==> src/rtl/fifo_wr_arbiter.sv <==
// Round-robin arbiter that feeds NUM_REQ requesters into one FIFO write port.
// Define FIFO_WR_ARB_RETRY_EN to retry an unacknowledged write instead of dropping it.
module fifo_wr_arbiter #(
  parameter int unsigned FIFO_WIDTH = 16,
  parameter int unsigned NUM_REQ    = 4
) (
  input  logic                            clk,
  input  logic                            rst_n,
  input  logic [NUM_REQ-1:0]              req_valid,
  input  logic [NUM_REQ*FIFO_WIDTH-1:0]   req_data,
  output logic [NUM_REQ-1:0]              req_done,
  output logic [NUM_REQ-1:0]              req_drop,
  output logic                            fifo_wr_en,
  output logic [FIFO_WIDTH-1:0]           fifo_data_in,
  input  logic                            fifo_full,
  input  logic                            fifo_wr_ack,
  input  logic                            fifo_overflow,
  output logic                            busy,
  output logic [$clog2(NUM_REQ)-1:0]      grant_id
);

  localparam int unsigned GW = $clog2(NUM_REQ);

  typedef enum logic [1:0] {StIdle, StWrite, StWaitAck, StRetry} state_e;

  state_e                r_state, w_state_next;
  logic [GW-1:0]         r_grant_id, r_last_grant, w_rr_idx;
  logic                  w_rr_found, w_grant, w_last_upd;
  logic                  r_wr_en;
  logic [FIFO_WIDTH-1:0] r_data;
  logic                  w_unused_overflow;

  // Overflow and "neither flag" are handled identically, so only wr_ack matters.
  assign w_unused_overflow = fifo_overflow;

  // Search starts one past the last served requester.
  always_comb begin
    w_rr_found = 1'b0;
    w_rr_idx   = '0;
    for (int unsigned i = 1; i <= NUM_REQ; i++) begin
      if (!w_rr_found && req_valid[(32'(r_last_grant) + i) % NUM_REQ]) begin
        w_rr_found = 1'b1;
        w_rr_idx   = GW'((32'(r_last_grant) + i) % NUM_REQ);
      end
    end
  end

  assign w_grant = (r_state == StIdle) && w_rr_found && !fifo_full;

  always_ff @(posedge clk or negedge rst_n) begin
    if (!rst_n) begin
      r_state <= StIdle;
    end else begin
      r_state <= w_state_next;
    end
  end

  always_comb begin
    w_state_next = r_state;
    case (r_state)
      StIdle:    if (w_grant) w_state_next = StWrite;
      StWrite:   w_state_next = StWaitAck;
`ifdef FIFO_WR_ARB_RETRY_EN
      StWaitAck: w_state_next = fifo_wr_ack ? StIdle : StRetry;
      StRetry:   if (!fifo_full) w_state_next = StWrite;
`else
      StWaitAck: w_state_next = StIdle;
      StRetry:   w_state_next = StIdle;
`endif
    endcase
  end

`ifdef FIFO_WR_ARB_RETRY_EN
  assign w_last_upd = (r_state == StWaitAck) && fifo_wr_ack;
`else
  assign w_last_upd = (r_state == StWaitAck);
`endif

  always_ff @(posedge clk or negedge rst_n) begin
    if (!rst_n) begin
      r_wr_en      <= 1'b0;
      r_data       <= '0;
      r_grant_id   <= '0;
      r_last_grant <= GW'(NUM_REQ - 1);
    end else begin
      r_wr_en <= (w_state_next == StWrite);
      if (w_grant) begin
        r_grant_id <= w_rr_idx;
        r_data     <= req_data[32'(w_rr_idx) * FIFO_WIDTH +: FIFO_WIDTH];
      end
      if (w_last_upd) r_last_grant <= r_grant_id;
    end
  end

  always_comb begin
    busy     = (r_state != StIdle);
    req_done = '0;
    req_drop = '0;
    if (r_state == StWaitAck) begin
      if (fifo_wr_ack) begin
        req_done[r_grant_id] = 1'b1;
      end else begin
`ifndef FIFO_WR_ARB_RETRY_EN
        req_drop[r_grant_id] = 1'b1;
`endif
      end
    end
  end

  assign fifo_wr_en   = r_wr_en;
  assign fifo_data_in = r_data;
  assign grant_id     = r_grant_id;

endmodule

==> config.mk <==
export PLATFORM = sky130hd
export DESIGN_NAME = fifo_wr_arbiter
export DESIGN_NICKNAME = d
export VERILOG_FILES = /design/src/rtl/fifo_wr_arbiter.sv
export SDC_FILE = /design/constraint.sdc
export NUM_CORES = 1
export LEC_CHECK = 0
export CAP_MARGIN = 15
export CORE_ASPECT_RATIO = 1.25
export CORE_MARGIN = 4
export CORE_UTILIZATION = 55
export CTS_CLUSTER_SIZE = 12
export DETAILED_ROUTE_END_ITERATION = 8
export DONT_BUFFER_PORTS = 1
export PLACE_DENSITY = 0.72
export SYNTH_ARGS = -nofsm -noshare
export SYNTH_HDL_FRONTEND = slang
export SYNTH_SLANG_ARGS = --single-unit
==> constraint.sdc <==
create_clock -name clk -period 2.4 [get_ports clk]
set_input_delay 0.48 -clock clk [delete_from_list [all_inputs] [get_ports clk]]
set_output_delay 0.48 -clock clk [all_outputs]
set_load 0.03 [all_outputs]
==> results of run 1 <==
-- registers in the layout, summed over array words and instances (netlist names) --
signal and count:
grant_id 2, fifo_wr_en 1, fifo_data_in 16, r_last_grant 2, r_state 2
-- cells in the final DEF, fill, tap and decap left out --
master / instances
inv_2: 1
dfrtp_1: 21
clkbuf_4: 3
o21ai_1: 1
mux2_2: 6
a21oi_4: 1
buf_12: 1
clkinv_2: 1
nand3_1: 32
o21ai_0: 1
dfstp_2: 2
buf_16: 1
and2b_1: 1
inv_1: 3
buf_4: 6
or2_2: 3
nor2_1: 10
o31a_1: 1
or4_1: 1
nand3b_1: 1
nand2b_1: 3
mux2_4: 12
a21oi_1: 1
a221o_1: 16
o31ai_1: 1
nor3_1: 3
o22ai_2: 1
nor2b_1: 2
mux2i_1: 17
or2b_1: 1
dlygate4sd3_1: 1
nand2_1: 3
and3b_2: 1
-- logic make-up (layout without fill, tap and decap cells) --
kind of cell    after synthesis  in the layout  share of synthesized area, %
compound gates               23             23                         13.55
flops                        23             23                         35.57
mux                          35             35                         25.71
buf+inv                      16             17                         5.849
simple gates                 61             61                         19.32
-- area by class of cell --
class / instances / area, um^2
well taps: 34 / 42.54
repair buffers: 9 / 102.6
clock inverters: 1 / 5.005
clock buffers: 3 / 22.52
flip-flops and latches: 23 / 578.1
fillers: 246 / 1041
inverters: 4 / 15.01
multi-input cells: 119 / 952.2
-- layer usage --
metal | wire length, um | vias up | part of all wire (%) | GRT usage [%]
met5 | 0 | - | 0 | 0
met4 | 36 | 0 | 0.94 | 5.935
met3 | 382 | 4 | 10 | 5.400
met2 | 1990 | 73 | 52 | 36.27
met1 | 1427 | 615 | 37 | 23.08
li1 | - | 597 | - | -
-- timing repair --
item,4_1_cts,5_1_grt
resized for setup,0,0
hold endpoints to repair,23,0
hold buffers,1,0
-- stage by stage --
step | instance area [um^2] | std cells | setup slack [ns] | util, % | power, mW
after global placement | 1653 | 187 | 0.2950 | 59.91 | 1.814
after CTS | 1690 | 192 | 0.1824 | 61.27 | 2.039
after global routing | 1718 | 193 | 0.09363 | 62.27 | 2.156
final | 1718 | 193 | 0.1993 | 62.27 | 2.025
after floorplan | 1625 | 158 | 0.3957 | - | 1.712
after detailed placement | 1653 | 187 | 0.2491 | 59.91 | 1.856
-- final timing paths --
check                                start          endpoint  slack [ns]  cells after the start
max                             r_state[0]       req_drop[1]        0.20                      3
min                            req_data[2]   fifo_data_in[2]        0.44                      2
max reg2reg                r_last_grant[1]  fifo_data_in[11]        0.25                      6
min reg2reg                     r_state[1]        r_state[1]        0.53                      1
max in group asynchronous            rst_n   r_last_grant[0]        1.37                      2
min in group asynchronous            rst_n  fifo_data_in[12]        0.53                      1
-- power groups by stage --
stage / sequential [mW] / combinational [mW] / clock, mW
2_1_floorplan: 0.975 / 0.738 / 0
5_1_grt: 1.05 / 0.905 / 0.205
3_5_place_dp: 1.03 / 0.826 / 0
6_report: 1.02 / 0.831 / 0.175
4_1_cts: 1.02 / 0.836 / 0.181
3_3_place_gp: 1.03 / 0.787 / 0
==> summary.md, run 1 <==
| Metric | Value |
|---|---|
| DRT antenna net count | 0 |
| WHS | about 0.44 ns |
| Sequential power share | 50.3% |
| Leak | 0.7462 nW |
| Worst setup EP type | output port |
| Most frequent cell after synthesis | nand3_1 |
| Grt total ovfl | 0 |
| Post-CTS setup buffers | 0 |
| Wire length per cell | 19.87 um |
| Worst Skew | 0.002413 ns |
| DR vias/cell | 6.679 |
| Core Box Area | 0.002759 mm^2 |
| Outcome | finished clean |
| Sw Ratio | 47.66% |
| Detailed-route DRC error count | 0 |
| Setup TNS | 0 ns |
| Clock buffer depth | 2 |
| Top FF cell, synth | dfrtp_1 |
| Critical Path RT | 1.92 ns |
| CP bufs+invs | 0 |
| Clock power share | 8.6% |
| I/O pins | 101 |
| CTS tree | built |
| EDFF count, synth | 0 |
| Synth Warn # | 0 |
| Min Clock Period, post-route | 2.201 ns |
| Combinational share of power | 41.0% |
| Async set-reset flop share out of synthesis | 100.0% |
| Final nets | 233 |
| CP top delay family | simple AND/OR/NAND/NOR gates |
| Worst Path Arrival | 1.72 ns |
| TritonCTS sink count | 23 |
| CP Max Fanout | 5 |
| Final setup viols | 0 |
| First-pass GRT wire length | approximately 6 mm |
| Crit-path cells | nand2b_1 > or2_2 > nor2_1 |
| Slowest stage delay, CP | 0.46 ns |
| Initial Util | 58.91% |
| Synthesized area per cell | 10.29 um^2 |
| P_sw | 0.9652 mW |
| Cell row count | 21 |
| Top post-synthesis cells by count | nand3_1 (32), dfrtp_1 (21), mux2i_1 (17) |
| Synth Register Bits | 23 |
| Vias in the first global route | 1298 |
| Fin. Hold Viols | 0 |
| Post-synth top area share | 32.33% |
| Clock Tree Root | clkbuf_4 |
| Initial antenna violation count | 0 |
| Worst slew pin tran | about 0.89 ns |
| Post-synth top area cell | dfrtp_1 |
| Largest net degree at the start of global routing | 35 |
| Worst hold path type | in2reg |
| Initial drt markers | 66 |
| Mapped Cells | 158 |
| CTS Buf Count | 3 |
| Clock latency on the worst-skew pair | 0.30 ns |
| Cell internal pwr | 1.060 mW |
| Die height | 68.78 um |
| Slowest CP cell | nor2_1 |
| CTS clk-pin slew, worst paths | approximately 0.12 ns |
| Power per cell area | 1179 mW/mm^2 |
| Die Span X | 56.62 um |
| Part of the cycle the worst path needs | 91.70% |
| Port bufs | 0 |
| Via count | 1289 |
| Worst slew margin | 40.14% |
| Die area | 0.003894 mm^2 |
| Final Max Tran Viols | 0 |
| Unique masters post-synth | 32 |
| Max Cap Violations | 0 |
| Routability congestion estimate | 0.8249 |
| DRT Pass-1 Iters | 4 |
| CP startpoint kind | flop |
| Routed WL | 3.835 mm |
| Gr usage total | roughly 20% |
| Post-synthesis sequential area ratio | 35.57% |
| Unrepaired setup endpoints after global routing | no |
| CP Class | reg2out |
| Share of cells above drive strength 1 | 24.53% |
| Max VDD drop | 0.6037 mV |
| H-tree Lvls | 1 |
| Synth Net Count | 231 |
| Fmax | 0.4544 GHz |
| HPWL Detailed | about 3.0 mm |
| Ant. Diodes | 0 |
| Ranking of synthesized cells by area | dfrtp_1 (32%), mux2_4 (11%), mux2i_1 (10%) |
| Synthesized area | 0.001625 mm^2 |
| Layout area overhead | 5.697% |
Power figures use the tool's default switching activity.
==> run 2: changes to the inputs <==
--- a/config.mk
+++ b/config.mk
@@ -8,11 +8,11 @@
 export CAP_MARGIN = 15
 export CORE_ASPECT_RATIO = 1.25
 export CORE_MARGIN = 4
-export CORE_UTILIZATION = 55
+export CORE_UTILIZATION = 56
 export CTS_CLUSTER_SIZE = 12
 export DETAILED_ROUTE_END_ITERATION = 8
 export DONT_BUFFER_PORTS = 1
-export PLACE_DENSITY = 0.72
+export PLACE_DENSITY = 0.73
 export SYNTH_ARGS = -nofsm -noshare
 export SYNTH_HDL_FRONTEND = slang
 export SYNTH_SLANG_ARGS = --single-unit
==> constraint.sdc (replaced) <==
create_clock -name clk -period 2.3 [get_ports clk]
set_input_delay 0.46 -clock clk [delete_from_list [all_inputs] [get_ports clk]]
set_output_delay 0.46 -clock clk [all_outputs]
set_load 0.03 [all_outputs]
==> summary.md, run 2 (synthesis results as in run 1) <==
| Metric | Value |
|---|---|
| Max VDD drop | 0.6734 mV (was 0.6037 mV) |
| Power Total | 2.149 mW (was 2.025 mW) |
| Routability congestion estimate | 0.7629 (was 0.8249) |
| H-tree Lvls | 1 (unchanged) |
| Grt total ovfl | 0 (unchanged) |
| WHS | 0.4154 ns (was 0.4388 ns) |
| Setup TNS | 0 ns (unchanged) |
| Part of the cycle the worst path needs | 94.12% |
| # fillers | 229 (was 246) |
| Detailed-route DRC error count | 0 (unchanged) |
| Hold path endpoint | fifo_data_in[2] (unchanged) |
| Hold path cells | 2 (unchanged) |
| Post-cts sizing count | 0 (unchanged) |
| Worst Path Arrival | 2.36 ns (was 1.72 ns) |
| Via count | 1304 (was 1289) |
| Sw Ratio | 47.44% (was 47.66%) |
| First-pass GRT wire length | 6.292 mm (was 6.127 mm) |
| Max reg flops | 16 (unchanged) |
| Core Box Area | 0.002733 mm^2 (was 0.002759 mm^2) |
| Clock latency on the worst-skew pair | 0.30 ns (about the same) |
| Leak | 0.7537 nW (was 0.7462 nW) |
| Multi-input gate area | 952.2 um^2 (unchanged) |
| Sequential power share | 49.5% (was 50.3%) |
| CTS Buf Count | 3 (unchanged) |
| Worst slew pin tran | 1.014 ns (was 0.8947 ns) |
| I/O pins | 101 (unchanged) |
| Dpl ws | 0.1617 ns (was 0.2491 ns) |
| Ant. Diodes | 0 (unchanged) |
| Clock power share | 8.6% (about the same) |
| DRT Pass-1 Iters | 5 (was 4) |
| DR vias/cell | 6.687 (was 6.679) |
| CTS clk-pin slew, worst paths | 0.13 ns (was 0.12 ns) |
| Fmax | 0.4619 GHz |
| Routed WL | 3.941 mm (was 3.835 mm) |
| Final setup viols | 0 (unchanged) |
| CTS tree | built (unchanged) |
| Vias in the first global route | 1354 (was 1298) |
| TritonCTS sink count | 23 (unchanged) |
| Worst slew margin | 32.17% (was 40.14%) |
| Commonest non-fill, non-tap cells in the layout | nand3_1 (32), dfrtp_1 (21), mux2i_1 (17) (unchanged) |
| HP Start | req_data[2] (unchanged) |
| Reg-to-Reg End | fifo_data_in[15] (was fifo_data_in[11]) |
| Wire length per cell | 20.21 um (was 19.87 um) |
| P_sw | 1.020 mW (was 0.9652 mW) |
| CP Max Fanout | 20 (was 5) |
| Worst setup EP type | flop (was output port) |
| Fin. Hold Viols | 0 (unchanged) |
| Most common cell after layout, fill and taps aside | nand3_1 (unchanged) |
| Outcome | finished clean (unchanged) |
| Layout area overhead | 6.158% (was 5.697%) |
| Initial Util | 59.48% (was 58.91%) |
| Worst hold path type | in2reg (unchanged) |
| Max Cap Violations | 0 (unchanged) |
| Seq. cell area | 578.1 um^2 (unchanged) |
| Die Span X | 56.19 um (was 56.62 um) |
| Die height | 68.23 um (was 68.78 um) |
| Combinational share of power | 41.9% (was 41.0%) |
| Clock Tree Root | clkbuf_4 (unchanged) |
| Power per cell area | 1246 mW/mm^2 (was 1179 mW/mm^2) |
| Final nets | 235 (was 233) |
| Largest net degree at the start of global routing | 35 (unchanged) |
| Gr usage total | 20.72% (was 19.97%) |
| Critical Path RT | 2.50 ns (was 1.92 ns) |
| Initial antenna violation count | 0 (unchanged) |
| Worst-case reg-to-reg path depth | 6 (unchanged) |
| Cell internal pwr | 1.130 mW (was 1.060 mW) |
| R2R Path Start | r_last_grant[1] (unchanged) |
| Min Clock Period, post-route | 2.165 ns |
| Clock buffer depth | 2 (unchanged) |
| Port bufs | 0 (unchanged) |
| Final Max Tran Viols | 0 (unchanged) |
| CP Class | reg2reg (was reg2out) |
| HPWL Detailed | 3.032 mm (was 2.984 mm) |
| DRT antenna net count | 0 (unchanged) |
| Initial drt markers | 52 (was 66) |
| CP startpoint kind | flop (unchanged) |
| Unrepaired setup endpoints after global routing | no (unchanged) |
| Worst Skew | 0.002921 ns (was 0.002413 ns) |
| R2R setup slack | 0.14 ns (was 0.25 ns) |
| Final WS setup | 0.1352 ns (was 0.1993 ns) |
| Final core occ | 63.14% (was 62.27%) |
| Share of cells above drive strength 1 | 25.47% (was 24.53%) |
| Die area | 0.003834 mm^2 (was 0.003894 mm^2) |
| Cell row count | 21 (unchanged) |
==> run 2: changes by cell type in the layout (fill, tap and decap cells not counted), sizes merged <==
cell,previous run,this run
buf,8,10
==> run 2: cell type report <==
class | count | share of cell area [%]
repair buffers | 11 | 6.381
well taps | 34 | 2.466
multi-input cells | 119 | 55.19
flip-flops and latches | 23 | 33.50
clock buffers | 3 | 1.305
inverters | 4 | 0.8702
clock inverters | 1 | 0.2901
==> run 2: worst max path at each step <==
stage / start / end / slack, ns / depth (start not counted)
floorplan: r_last_grant[1] / fifo_data_in[0] / 0.30 / 6
global route: r_last_grant[0] / fifo_data_in[10] / 0.05 / 4
global placement: r_last_grant[1] / fifo_data_in[15] / 0.21 / 6
CTS: r_state[0] / req_drop[3] / 0.13 / 3
detailed placement: r_last_grant[1] / fifo_data_in[8] / 0.16 / 6
finish: r_last_grant[1] / fifo_data_in[15] / 0.14 / 6
==> run 2: through the flow <==
stage | std cells | area (um^2)
finish | 195 | 1725
global route | 195 | 1725
CTS | 195 | 1725
detailed placement | 190 | 1688
global placement | 190 | 1688
floorplan | 158 | 1625
==> run 2: per-layer routing <==
metal	part of all wire [%]	global-route usage [%]
met1	37	24.00
met2	53	37.43
met3	8.9	4.906
met4	0.91	7.715
met5	0	0
==> run 2: repair_timing <==
action | CTS | global route
buffers inserted | 0 | 0
endpoints found under the setup margin | 0 | 0
hold buffers | 1 | 0
hold endpoints to repair | 23 | 0
==> run 2: worst max-delay path: stages (launching register included) <==
cell,delay (ns)
dfstp_2,0.62
mux2i_1,0.23
o22ai_2,0.12
a21oi_4,0.23
buf_12,0.22
mux2_4,0.32
a221o_1,0.31
==> run 2: power by group through the flow <==
stage / sequential (mW) / combinational, mW / clock (mW)
global placement: 1.07 / 0.856 / 0
detailed placement: 1.08 / 0.896 / 0
finish: 1.06 / 0.901 / 0.184
global route: 1.09 / 0.985 / 0.208
floorplan: 1.02 / 0.770 / 0
CTS: 1.07 / 0.907 / 0.191
==> run 3: changes to the inputs <==
--- a/config.mk
+++ b/config.mk
@@ -12,6 +12,7 @@
 export CTS_CLUSTER_SIZE = 12
 export DETAILED_ROUTE_END_ITERATION = 8
 export DONT_BUFFER_PORTS = 1
+export MAX_ROUTING_LAYER = met4
 export PLACE_DENSITY = 0.73
 export SYNTH_ARGS = -nofsm -noshare
 export SYNTH_HDL_FRONTEND = slang
==> summary.md, run 3 (synthesis results as in run 1) <==
| Metric | Value |
|---|---|
| Ant. Diodes | 0 (unchanged) |
| Sequential power share | 49.6% (was 49.5%) |
| Placed Area | 0.001688 mm^2 (unchanged) |
| Worst setup EP type | flop (unchanged) |
| I/O pins | 101 (unchanged) |
| Worst Path Arrival | 2.37 ns (was 2.36 ns) |
| Fin. Hold Viols | 0 (unchanged) |
| Slowest stage delay, CP | 0.62 ns (about the same) |
| CTS Buf Count | 3 (unchanged) |
| Final nets | 235 (unchanged) |
| Commonest non-fill, non-tap cells in the layout | nand3_1 (32), dfrtp_1 (21), mux2i_1 (17) (unchanged) |
| Most common cell after layout, fill and taps aside | nand3_1 (unchanged) |
| Critical Path RT | 2.50 ns (about the same) |
| Combinational share of power | 41.9% (about the same) |
| Finished Cell Area | 0.001725 mm^2 (unchanged) |
| Power per cell area | 1243 mW/mm^2 (was 1246 mW/mm^2) |
| Worst slew margin | 32.84% (was 32.17%) |
| Finished Layout Cells | 195 (unchanged) |
| Worst hold path type | in2reg (unchanged) |
| Layout area overhead | 6.158% (unchanged) |
| Max Cap Violations | 0 (unchanged) |
| HPWL Detailed | 3.032 mm (unchanged) |
| CP top delay family | compound AO/OA/AOI/OAI gates (unchanged) |
| Clock latency on the worst-skew pair | 0.30 ns (about the same) |
| First-pass GRT wire length | 6.299 mm (was 6.292 mm) |
| CP bufs+invs | 1 (unchanged) |
| Worst Skew | 0.0007437 ns (was 0.002921 ns) |
| Post-cts sizing count | 0 (unchanged) |
| Max reg flops | 16 (unchanged) |
| Post-CTS setup buffers | 0 (unchanged) |
| Sw Ratio | 47.32% (was 47.44%) |
| Final Max Tran Viols | 0 (unchanged) |
| Detailed-route DRC error count | 0 (unchanged) |
| Via count | 1324 (was 1304) |
| Final setup viols | 0 (unchanged) |
| Die Span X | 56.19 um (unchanged) |
| Setup TNS | 0 ns (unchanged) |
| Cell internal pwr | 1.130 mW (about the same) |
| Port bufs | 0 (unchanged) |
| Dpl ws | 0.1617 ns (unchanged) |
| Routability congestion estimate | 0.7730 (was 0.7629) |
| Unrepaired setup endpoints after global routing | no (unchanged) |
| Initial drt markers | 51 (was 52) |
| DP Cell Count | 190 (unchanged) |
| H-tree Lvls | 1 (unchanged) |
| Routed WL | 3.941 mm (unchanged) |
| Clock Tree Root | clkbuf_4 (unchanged) |
| Cell row count | 21 (unchanged) |
| Die area | 0.003834 mm^2 (unchanged) |
| Vias in the first global route | 1352 (was 1354) |
| DRT antenna net count | 0 (unchanged) |
| Slowest CP cell | dfstp_2 (unchanged) |
| Power Total | 2.144 mW (was 2.149 mW) |
| Worst slew pin tran | 1.004 ns (was 1.014 ns) |
| CP startpoint kind | flop (unchanged) |
| DR vias/cell | 6.790 (was 6.687) |
| TritonCTS sink count | 23 (unchanged) |
| Largest net degree at the start of global routing | 35 (unchanged) |
| Outcome | finished clean (unchanged) |
| P_sw | 1.015 mW (was 1.020 mW) |
| Crit-path cells | mux2i_1 > o22ai_2 > a21oi_4 > buf_12 > mux2_4 > a221o_1 (unchanged) |
| Grt total ovfl | 0 (unchanged) |
| DRT Pass-1 Iters | 4 (was 5) |
| Max VDD drop | 0.6699 mV (was 0.6734 mV) |
| Core Box Area | 0.002733 mm^2 (unchanged) |
| Min Clock Period, post-route | 2.168 ns (was 2.165 ns) |
| CP Max Fanout | 20 (unchanged) |
| Wire length per cell | 20.21 um (unchanged) |
| Fmax | 0.4613 GHz (was 0.4619 GHz) |
| Die height | 68.23 um (unchanged) |
| Clock buffer depth | 2 (unchanged) |
| Share of cells above drive strength 1 | 25.47% (unchanged) |
| Final WS setup | 0.1324 ns (was 0.1352 ns) |
| Part of the cycle the worst path needs | 94.24% (was 94.12%) |
| Leak | 0.7537 nW (unchanged) |
| CP Class | reg2reg (unchanged) |
| CTS tree | built (unchanged) |
| Gr usage total | 21.28% (was 20.72%) |
| R2R setup slack | 0.13 ns (was 0.14 ns) |
| Initial Util | 59.48% (unchanged) |
| CTS clk-pin slew, worst paths | 0.12 ns (was 0.13 ns) |
| Clock power share | 8.5% (was 8.6%) |
| Initial antenna violation count | 0 (unchanged) |
run 3: cell counts in the layout (fill, tap and decap cells not counted):
No cell type changed its count.
run 3: final timing paths:
check,from,to,cells past startpoint
setup reg to reg,r_last_grant[1],fifo_data_in[15],6
min in group asynchronous,rst_n,fifo_data_in[5],1
setup / recovery,r_last_grant[1],fifo_data_in[15],6
max in group asynchronous,rst_n,fifo_data_in[12],1
hold / removal,req_data[2],fifo_data_in[2],2
hold reg to reg,r_state[1],r_state[1],1
run 3: power groups by stage:
| stage | combinational (mW) | sequential, mW | clock [mW] |
|---|---|---|---|
| final | 0.899 | 1.06 | 0.181 |
| after global routing | 0.985 | 1.09 | 0.206 |
| after CTS | 0.907 | 1.07 | 0.191 |
| after detailed placement | 0.896 | 1.08 | 0 |
| after global placement | 0.856 | 1.07 | 0 |
| after floorplan | 0.770 | 1.02 | 0 |
run 3: worst reg2reg max path, delay by kind of cell (launching register included):
kind | cells | cell delay (ns)
compound gates | 3 | 0.66
buf+inv | 1 | 0.22
mux | 2 | 0.56
flops | 1 | 0.62
run 3: metal layers:
| layer | GRT usage (%) | vias up | share of wire, % |
|---|---|---|---|
| met5 | - | - | 0 |
| met4 | 7.715 | 0 | 1.0 |
| met3 | 4.528 | 4 | 8.0 |
| met2 | 37.13 | 63 | 54 |
| met1 | 24.35 | 655 | 37 |
| li1 | - | 602 | - |
run 3: metrics by stage:
| step | utilization [%] | hold WS [ns] |
|---|---|---|
| floorplan | - | 0.1644 |
| global placement | 61.77 | 0.1652 |
| detailed placement | 61.77 | 0.1653 |
| CTS | 63.14 | 0.4114 |
| global route | 63.14 | 0.4038 |
| finish | 63.14 | 0.4201 |
run 3: repair_timing:
item | 4_1_cts | 5_1_grt
endpoints found under the setup margin | 0 | 0
hold endpoints to repair | 23 | 0
hold buffers | 1 | 0
run 3: layout make-up:
| class | instances | area [um^2] |
|---|---|---|
| clock buffers | 3 | 22.52 |
| inverters | 4 | 15.01 |
| flip-flops and latches | 23 | 578.1 |
| multi-input cells | 119 | 952.2 |
| clock inverters | 1 | 5.005 |
| fillers | 229 | 1007 |
| repair buffers | 11 | 110.1 |
| well taps | 34 | 42.54 |
